$ cat src/rtl/decode_stage.sv
// RISC-V decode pipeline stage: registered decode with a main/skid output buffer.
// Decodes fields, immediate, register-usage and illegal flags.
module decode_stage #(
    parameter int XLEN = 32,
    parameter int PC_W = 32
) (
    input  logic            clk,
    input  logic            rst_n,
    input  logic            flush,
    input  logic            in_valid,
    output logic            in_ready,
    input  logic [PC_W-1:0] in_pc,
    input  logic [31:0]     in_inst,
    output logic            out_valid,
    input  logic            out_ready,
    output logic [PC_W-1:0] out_pc,
    output logic [31:0]     out_inst,
    output logic [XLEN-1:0] out_imm,
    output logic [6:0]      out_opcode,
    output logic [4:0]      out_rd,
    output logic [2:0]      out_funct3,
    output logic [4:0]      out_rs1,
    output logic [4:0]      out_rs2,
    output logic [6:0]      out_funct7,
    output logic            out_rs1_used,
    output logic            out_rs2_used,
    output logic            out_rd_we,
    output logic            out_illegal
);

    typedef enum logic [6:0] {
        OP_LOAD     = 7'b0000011,
        OP_MISC_MEM = 7'b0001111,
        OP_OP_IMM   = 7'b0010011,
        OP_AUIPC    = 7'b0010111,
        OP_OP_IMM32 = 7'b0011011,
        OP_STORE    = 7'b0100011,
        OP_OP       = 7'b0110011,
        OP_LUI      = 7'b0110111,
        OP_OP32     = 7'b0111011,
        OP_BRANCH   = 7'b1100011,
        OP_JALR     = 7'b1100111,
        OP_JAL      = 7'b1101111,
        OP_SYSTEM   = 7'b1110011
    } opcode_e;

    typedef struct packed {
        logic [PC_W-1:0] pc;
        logic [31:0]     inst;
        logic [XLEN-1:0] imm;
        logic            rs1_used;
        logic            rs2_used;
        logic            rd_we;
        logic            illegal;
    } entry_t;

    entry_t      dec;
    entry_t      main_q;
    entry_t      skid_q;
    logic        main_v;
    logic        skid_v;
    logic        ready_q;
    logic [31:0] imm32;
    logic        legal;
    logic [2:0]  f3;
    logic        in_fire;
    logic        out_fire;
    logic        drain;
    logic        main_v_n;
    logic        skid_v_n;

    always_comb begin
        dec      = '0;
        dec.pc   = in_pc;
        dec.inst = in_inst;
        f3       = in_inst[14:12];
        imm32    = {{20{in_inst[31]}}, in_inst[31:20]};
        case (in_inst[6:0])
            OP_STORE:  imm32 = {{20{in_inst[31]}}, in_inst[31:25], in_inst[11:7]};
            OP_BRANCH: imm32 = {{19{in_inst[31]}}, in_inst[31], in_inst[7],
                                in_inst[30:25], in_inst[11:8], 1'b0};
            OP_JAL:    imm32 = {{11{in_inst[31]}}, in_inst[31], in_inst[19:12],
                                in_inst[20], in_inst[30:21], 1'b0};
            OP_LUI, OP_AUIPC: imm32 = {in_inst[31:12], 12'b0};
            default: ;
        endcase
        dec.imm        = {XLEN{imm32[31]}};
        dec.imm[31:0]  = imm32;

        case (in_inst[6:0])
            OP_LOAD, OP_MISC_MEM, OP_OP_IMM, OP_AUIPC, OP_STORE, OP_OP,
            OP_LUI, OP_BRANCH, OP_JALR, OP_JAL, OP_SYSTEM: legal = 1'b1;
            OP_OP_IMM32, OP_OP32: legal = (XLEN == 64);
            default: legal = 1'b0;
        endcase
        if (in_inst[1:0] != 2'b11) legal = 1'b0;

        case (in_inst[6:0])
            OP_LUI, OP_AUIPC, OP_JAL: dec.rs1_used = 1'b0;
            OP_SYSTEM: dec.rs1_used = (f3 != 3'd0) && !f3[2];
            default:   dec.rs1_used = 1'b1;
        endcase
        case (in_inst[6:0])
            OP_STORE, OP_BRANCH, OP_OP, OP_OP32: dec.rs2_used = 1'b1;
            default: dec.rs2_used = 1'b0;
        endcase
        case (in_inst[6:0])
            OP_STORE, OP_BRANCH, OP_MISC_MEM: dec.rd_we = 1'b0;
            OP_SYSTEM: dec.rd_we = (f3 != 3'd0);
            default:   dec.rd_we = 1'b1;
        endcase
        if (in_inst[11:7] == 5'd0) dec.rd_we = 1'b0;

        dec.illegal = !legal;
        if (!legal) begin
            dec.rd_we    = 1'b0;
            dec.rs1_used = 1'b0;
            dec.rs2_used = 1'b0;
        end
    end

    // skid can only hold data while main is full and in_ready is low,
    // so a drain with skid valid never coincides with an input transfer
    always_comb begin
        in_fire  = in_valid && ready_q && !flush;
        out_fire = main_v && out_ready && !flush;
        drain    = !main_v || out_fire;
        main_v_n = drain ? (skid_v || in_fire) : 1'b1;
        skid_v_n = drain ? 1'b0 : (skid_v || in_fire);
    end

    always_ff @(posedge clk) begin
        if (!rst_n) begin
            main_v  <= 1'b0;
            skid_v  <= 1'b0;
            ready_q <= 1'b0;
            main_q  <= '0;
            skid_q  <= '0;
        end else if (flush) begin
            main_v  <= 1'b0;
            skid_v  <= 1'b0;
            ready_q <= 1'b1;
        end else begin
            main_v  <= main_v_n;
            skid_v  <= skid_v_n;
            ready_q <= !skid_v_n;
            if (drain) begin
                if (skid_v)       main_q <= skid_q;
                else if (in_fire) main_q <= dec;
            end else if (in_fire) begin
                skid_q <= dec;
            end
        end
    end

    assign in_ready     = ready_q;
    assign out_valid    = main_v;
    assign out_pc       = main_q.pc;
    assign out_inst     = main_q.inst;
    assign out_imm      = main_q.imm;
    assign out_opcode   = main_q.inst[6:0];
    assign out_rd       = main_q.inst[11:7];
    assign out_funct3   = main_q.inst[14:12];
    assign out_rs1      = main_q.inst[19:15];
    assign out_rs2      = main_q.inst[24:20];
    assign out_funct7   = main_q.inst[31:25];
    assign out_rs1_used = main_q.rs1_used;
    assign out_rs2_used = main_q.rs2_used;
    assign out_rd_we    = main_q.rd_we;
    assign out_illegal  = main_q.illegal;

endmodule

$ cat config.mk
export PLATFORM = sky130hd
export DESIGN_NAME = decode_stage
export DESIGN_NICKNAME = d
export VERILOG_FILES = /design/src/rtl/decode_stage.sv
export SDC_FILE = /design/constraint.sdc
export NUM_CORES = 1
export LEC_CHECK = 0
export ABC_AREA = 0
export CAP_MARGIN = 20
export CORE_AREA = 4 4 153 126
export DETAILED_ROUTE_END_ITERATION = 10
export DIE_AREA = 0 0 157 130
export PLACE_DENSITY = 0.83
export RECOVER_POWER = 50
export SLEW_MARGIN = 10
export SYNTH_ARGS = -nofsm -noshare
export SYNTH_HDL_FRONTEND = slang
export SYNTH_SLANG_ARGS = --single-unit
$ cat constraint.sdc
create_clock -name clk -period 2.5 [get_ports clk]
set_input_delay 0.625 -clock clk [delete_from_list [all_inputs] [get_ports clk]]
set_output_delay 0.625 -clock clk [all_outputs]
set_load 0.01 [all_outputs]
==> out/qor.csv, run 1 <==
stage,metric,value,unit
run_status,status,"finished, final reports clean",
floorplan,start_util,50.06,%
power_and_ir_drop,p_leak,0.004718,uW
critical_path,worst_path_max_delay_cell,or3_2,
min_path,whs_endpoint,skid_q[73],
floorplan,die_h,130,um
sta,clock-skew-final,6.135,ps
power_and_ir_drop,worst_ir_drop_vdd,0.0004165,V
critical_path,path_max_fanout,33,
place,finalWeightedCongestion,0.8293,
yosys,ys.flop_type,dfxtp_1,
yosys,ys_async_sr_fraction,0,%
run,maxCapViolations,0,
critical_path,crit_path_max_incr_delay,670,ps
critical_path,critical_path_class,in2reg,
drt,firstDrtPassIters,5,
sta,finalCriticalPeriod,2309,ps
sta,setup_viol,0,
sta,slew_headroom,46.62,%
sta,rsz0062_at_grt,no,
drt,drt_iter0_markers,619,
grt,grt_max_degree,84,
min_path,min_path_cells,2,
yosys,yosysWarnings,0,
critical_path,worstReg2RegEnd,skid_q[75],
clock_network,cts_buffers,21,
clock_network,clk_pin_slew,60,ps
drt,vias,7793,
critical_path,worst_setup_path_start_kind,input pin,
clock_network,clock_latency,480,ps
critical_path,endpoint_kind,flop,
sta,worst_pin_slew,800.8,ps
power_and_ir_drop,power.density,611.8,nW/um^2
drt,ant_nets,0,
yosys,synth_fp_nets,1082,
yosys,synth.distinct_cells,51,
sta,fin_tns_setup,0,ps
place,io_buffers,202,
clock_network,clock-root-buffer,clkbuf_16,
floorplan,core.rowCount,44,
min_path,hp-class,reg2reg,
sta,fmax,433.0,MHz
critical_path,cp_data_arrival_time,2710,ps
layout,seq_area,4028,um^2
grt,grt_usage,21.77,%
sta,final_max_slew_viol_count,0,
floorplan,fp.dieArea,20410,um^2
layout,multiInputGateArea,4240,um^2
critical_path,r2r_start,in_ready,
layout,diodes,0,
grt,grt.overflow.total,0,
min_path,hp-start,skid_q[73],
place,place_hpwl,15160,um
sta,hold_violations,0,
yosys,postSynthCellCount,1013,
floorplan,coreArea,17780,um^2
drt,route.detailed.drc,0,
drt,via_per_inst,5.558,
critical_path,crit_chain,clkdlybuf4s50_1 -> nand2b_1 -> or3_2 -> clkbuf_1 -> nand2_1 -> a21boi_0,
yosys,synth_edf_count,0,
yosys,ys_ff_latch,201,
critical_path,critPathBufInv,2,
yosys,synth_area_per_cell,8.788,um^2
drt,wl_per_cell,16.38,um
critical_path,r2r_slack,580,ps
layout,fill_cells,1447,
critical_path,cp.required,2900,ps
clock_network,cts_buffer_depth,3,
drt,wirelength,22960,um
layout,final_cells,1402,
yosys,ys_seq_area_share,45.20,%
sta,period_share,92.37,%
critical_path,crit_family,simple AND/OR/NAND/NOR gates,
clock_network,cts.sinks,201,
layout,syn_to_final_growth,31.67,%
yosys,synth_area,8902,um^2
layout,fin_nets,1228,
grt,grt_pass1_vias,7359,
layout,drive_above_1_share,6.911,%
place,dp.cells,1366,
critical_path,r2r.worst_path.cells,5,
clock_network,cts_tree,done,
grt,grt_pass1_wl,37050,um
floorplan,dieWidth,157,um
clock_network,cts_htree_levels,1,
floorplan,io_pins,203,
grt,antenna_found_initial,1,
-- timing repair --
item / CTS / global route
hold buffers: 0 / 0
resized for setup: 0 / 1
setup endpoints to repair: 0 / 8
buffers inserted: 0 / 0
-- power by group --
group | internal (uW) | total [uW] | switching, uW
sequential | 3290 | 3340 | 51.6
clock | 1850 | 3070 | 1220
combinational | 411 | 763 | 351
total | 5550 | 7170 | 1620
-- worst max-delay path by stage --
stage             endpoint       start  depth (start not counted)
2_1_floorplan  out_imm[11]  in_inst[2]                          6
3_3_place_gp    skid_q[23]  in_inst[4]                          6
3_5_place_dp    skid_q[16]  in_inst[4]                          6
4_1_cts         skid_q[16]  in_inst[4]                          6
5_1_grt         skid_q[75]   out_ready                          6
6_report        skid_q[75]   out_ready                          6
-- state kept, by name, indices dropped and copies added (netlist names) --
name	flops
skid_v	1
out_inst	32
out_imm	31
skid_q	99
out_rd_we	1
out_valid	1
out_illegal	1
out_rs2_used	1
out_pc	32
out_rs1_used	1
in_ready	1
-- worst min-delay path, stage by stage, from the launching register on --
cell and delay, ps:
dfxtp_1 310, nand2_1 50, a21boi_1 50
-- final cells by class --
cell class,instances,share of cell area [%]
clock buffer,32,5.433
clock inverter,4,0.4056
inverter,10,0.3202
multi-input combinational,679,36.18
sequential,201,34.36
tap,230,2.455
timing repair buffer,246,20.85
-- routing by layer --
metal / vias to the layer above / part of all wire (%) / global-route usage [%] / wire length (um)
met2: 256 / 44 / 34.74 / 10190
met1: 3692 / 46 / 30.95 / 10610
met5: - / 0.057 / 0 / 13
li1: 3806 / - / - / -
met3: 37 / 7.6 / 4.509 / 1742
met4: 2 / 1.7 / 4.235 / 400
-- metrics by stage --
| stage | utilization [%] | cell area [um^2] | hold WS [ps] | setup WS [ps] | power [uW] |
|---|---|---|---|---|---|
| floorplan | - | 8902 | 434.2 | 349.2 | 3763 |
| global placement | 62.29 | 11080 | 439.8 | -302.0 | 4171 |
| detailed placement | 62.29 | 11080 | 444.5 | -415.2 | 4181 |
| CTS | 66.13 | 11760 | 452.9 | 58.53 | 7261 |
| global route | 65.92 | 11720 | 471.5 | 54.09 | 7435 |
| finish | 65.92 | 11720 | 451.6 | 190.6 | 7171 |
-- cells in the final DEF (no fill, tap or decap), types with 2 or more instances in the layout --
cell,n
o21ai_0,25
clkbuf_8,7
or4_1,2
inv_1,10
clkbuf_16,21
nor3_1,7
mux2i_1,58
a31oi_1,13
buf_4,28
or2_2,2
nand3b_1,10
dlygate4sd3_1,32
clkdlybuf4s50_1,169
a21boi_1,6
a211oi_1,23
a221o_1,2
o22ai_1,12
a22oi_1,6
o211a_1,66
nand2b_1,14
nand2_1,236
a21boi_0,65
dfxtp_1,200
clkbuf_1,10
nor2_1,22
clkinv_2,2
nor2b_1,4
nand3_1,22
or3_1,2
a21oi_1,23
o221ai_1,4
o211ai_1,15
nor3b_1,12
nand4_1,5
and2_1,2
buf_12,9
-- cell families after synthesis --
kind of cell    synth area share [%]
simple gates                   17.68
compound gates                 23.26
flops                          45.20
buf+inv                        7.337
mux                            6.521
-- cells in the mapped netlist, types with 13 or more instances --
cell type	count	area (um^2)
nand3_1	22	110.1
a21boi_1	16	120.1
o211ai_1	15	112.6
a21boi_0	55	412.9
mux2i_1	58	580.6
clkbuf_1	74	277.8
a21oi_1	23	115.1
o21ai_0	25	125.1
dfxtp_1	201	4024
nand2_1	236	885.9
nor2_1	23	86.33
o211a_1	66	660.6
a211oi_1	23	172.7
a31oi_1	13	81.33
buf_4	33	247.7
nand2b_1	14	87.58
Power figures use the tool's default switching activity.
==> run 2, diff against run 1 <==
SETUP_SLACK_MARGIN = 0.4   (was not set)
==> run 2 against run 1 <==
Effect of this change: critical path depth did not move; highest routed layer is now met4; via count shrank 0.72%; design area is 0.24% lower; maximum frequency is 7.2% higher; clock skew increased by 0.95 ps.
==> out/qor.csv, run 2 (synthesis gave the netlist of run 1 again) <==
stage,metric,value,unit
sta,period_share,86.20,%
clock_network,cts_buffers,20,
sta,worst_pin_slew,760.1,ps
grt,grt_pass1_vias,7191,
drt,wirelength,23060,um
grt,antenna_found_initial,0,
run,maxCapViolations,0,
critical_path,critical_path_class,in2reg,
floorplan,core.rowCount,44,
min_path,hp-start,skid_q[89],
layout,diodes,0,
sta,rsz0062_at_grt,yes,
drt,vias,7737,
layout,most-common-layout-cells,"nand2_1 (235), dfxtp_1 (200), clkdlybuf4s50_1 (188)",
clock_network,hold_buffers,0,
critical_path,crit_family,buffers and inverters,
power_and_ir_drop,total_power,6954,uW
drt,drt_iter0_markers,533,
clock_network,cts_htree_levels,1,
sta,setup_viol,0,
power_and_ir_drop,worst_ir_drop_vdd,0.0003540,V
critical_path,crit_chain,dlygate4sd3_1 -> a21oi_1 -> nor3_4 -> clkbuf_2 -> nand2_1 -> o211a_1,
floorplan,io_pins,203,
run_status,status,"finished, final reports clean",
floorplan,start_util,50.06,%
critical_path,cp.required,2880,ps
min_path,whs_endpoint,skid_q[89],
clock_network,cts.sinks,201,
grt,grt_max_degree,98,
critical_path,worstReg2RegEnd,out_inst[3],
floorplan,fp.dieArea,20410,um^2
critical_path,r2r_slack,700,ps
sta,hold_violations,0,
sta,clock-skew-final,7.082,ps
place,io_buffers,202,
clock_network,clk_pin_slew,60,ps
critical_path,r2r_start,in_ready,
critical_path,path_max_fanout,40,
sta,slew_headroom,49.33,%
layout,drive_above_1_share,7.620,%
sta,final_max_slew_viol_count,0,
layout,final_cells,1398,
clock_network,cts_buffer_depth,3,
clock_network,clock_latency,490,ps
sta,finalCriticalPeriod,2155,ps
drt,via_per_inst,5.534,
grt,grt_usage,21.29,%
critical_path,worst_path_max_delay_cell,clkbuf_2,
floorplan,dieWidth,157,um
layout,syn_to_final_growth,31.34,%
clock_network,clock-root-buffer,clkbuf_16,
critical_path,cp_data_arrival_time,2530,ps
layout,fin_nets,1226,
critical_path,endpoint_kind,flop,
min_path,hp-class,reg2reg,
grt,grt_pass1_wl,36220,um
sta,fmax,464.0,MHz
sta,setup_slack,345.0,ps
layout,largest_reg_flops,99,
floorplan,coreArea,17780,um^2
critical_path,r2r.worst_path.cells,5,
critical_path,crit_path_max_incr_delay,640,ps
min_path,min_path_cells,2,
power_and_ir_drop,power.density,594.7,nW/um^2
drt,firstDrtPassIters,5,
drt,wl_per_cell,16.50,um
floorplan,die_h,130,um
drt,route.detailed.drc,0,
place,pre_cts_slack,-349.7,ps
place,place_hpwl,14530,um
clock_network,cts_tree,done,
layout,layout_commonest_cell,nand2_1,
drt,ant_nets,0,
grt,grt.overflow.total,0,
power_and_ir_drop,p_leak,0.004624,uW
place,finalWeightedCongestion,0.8288,
place,dp.cells,1361,
critical_path,critPathBufInv,2,
critical_path,worst_setup_path_start_kind,input pin,
layout,regMostFlops,skid_q,
run 2: changes by cell type in the layout (fill, tap and decap cells not counted), moves of 3 or more:
| cell | before | now |
|---|---|---|
| a21boi_0 | 65 | 68 |
| a21boi_1 | 6 | 3 |
| a31oi_1 | 13 | 9 |
| a31oi_2 | 0 | 4 |
| clkbuf_8 | 7 | 4 |
| clkdlybuf4s25_1 | 0 | 5 |
| clkdlybuf4s50_1 | 169 | 188 |
| dlygate4sd3_1 | 32 | 4 |
run 2: how the worst max path moves through the flow:
stage          slack [ps]    startpoint  depth (start not counted)            to
4_1_cts               400  out_inst[31]                          1  out_inst[31]
6_report              340      in_valid                          6   out_inst[3]
3_3_place_gp         -230    in_inst[4]                          6    skid_q[17]
5_1_grt               210      in_valid                          6   out_inst[3]
3_5_place_dp         -350    in_inst[4]                          6    skid_q[20]
2_1_floorplan         400    in_inst[2]                          6   out_imm[11]
run 2: where the power goes:
group | internal (uW) | leakage [uW] | switching [uW]
clock | 1650 | 0.000302 | 1190
combinational | 421 | 0.00269 | 357
sequential | 3290 | 0.00163 | 51.7
total | 5360 | 0.00462 | 1600
run 2: per-stage QoR:
step	cell area (um^2)	util (%)	setup TNS (ps)	hold slack, ps
5_1_grt	11690	65.75	0	468.4
6_report	11690	65.75	0	450.4
4_1_cts	11620	65.35	0	453.4
2_1_floorplan	8902	-	0	434.2
3_3_place_gp	11000	61.86	-2159	440.4
3_5_place_dp	11000	61.86	-3578	445.0
run 2: final cells by class:
| type | count | area [um^2] |
|---|---|---|
| timing repair buffer | 244 | 2427 |
| clock inverter | 2 | 10.01 |
| fill | 1454 | 6090 |
| multi-input combinational | 680 | 4299 |
| inverter | 10 | 37.54 |
| clock buffer | 31 | 603.1 |
| tap | 230 | 287.8 |
| sequential | 201 | 4028 |
run 2: metal layers:
layer,vias to the layer above,track usage (%),part of all wire [%]
met5,-,0,0
met4,0,4.184,1.6
met1,3657,31.13,48
met3,27,4.145,7.3
li1,3799,-,-
met2,254,33.10,43
run 2: tightest hold or removal path, stage by stage (launching register included):
cell	delay [ps]
dfxtp_1	310
nand2_1	50
a21boi_1	50
run 2: what timing repair did:
item,CTS,global route
pin swaps,0,3
cloned,0,2
setup buffers,0,2
resized for setup,4,20
setup endpoints to repair,12,40
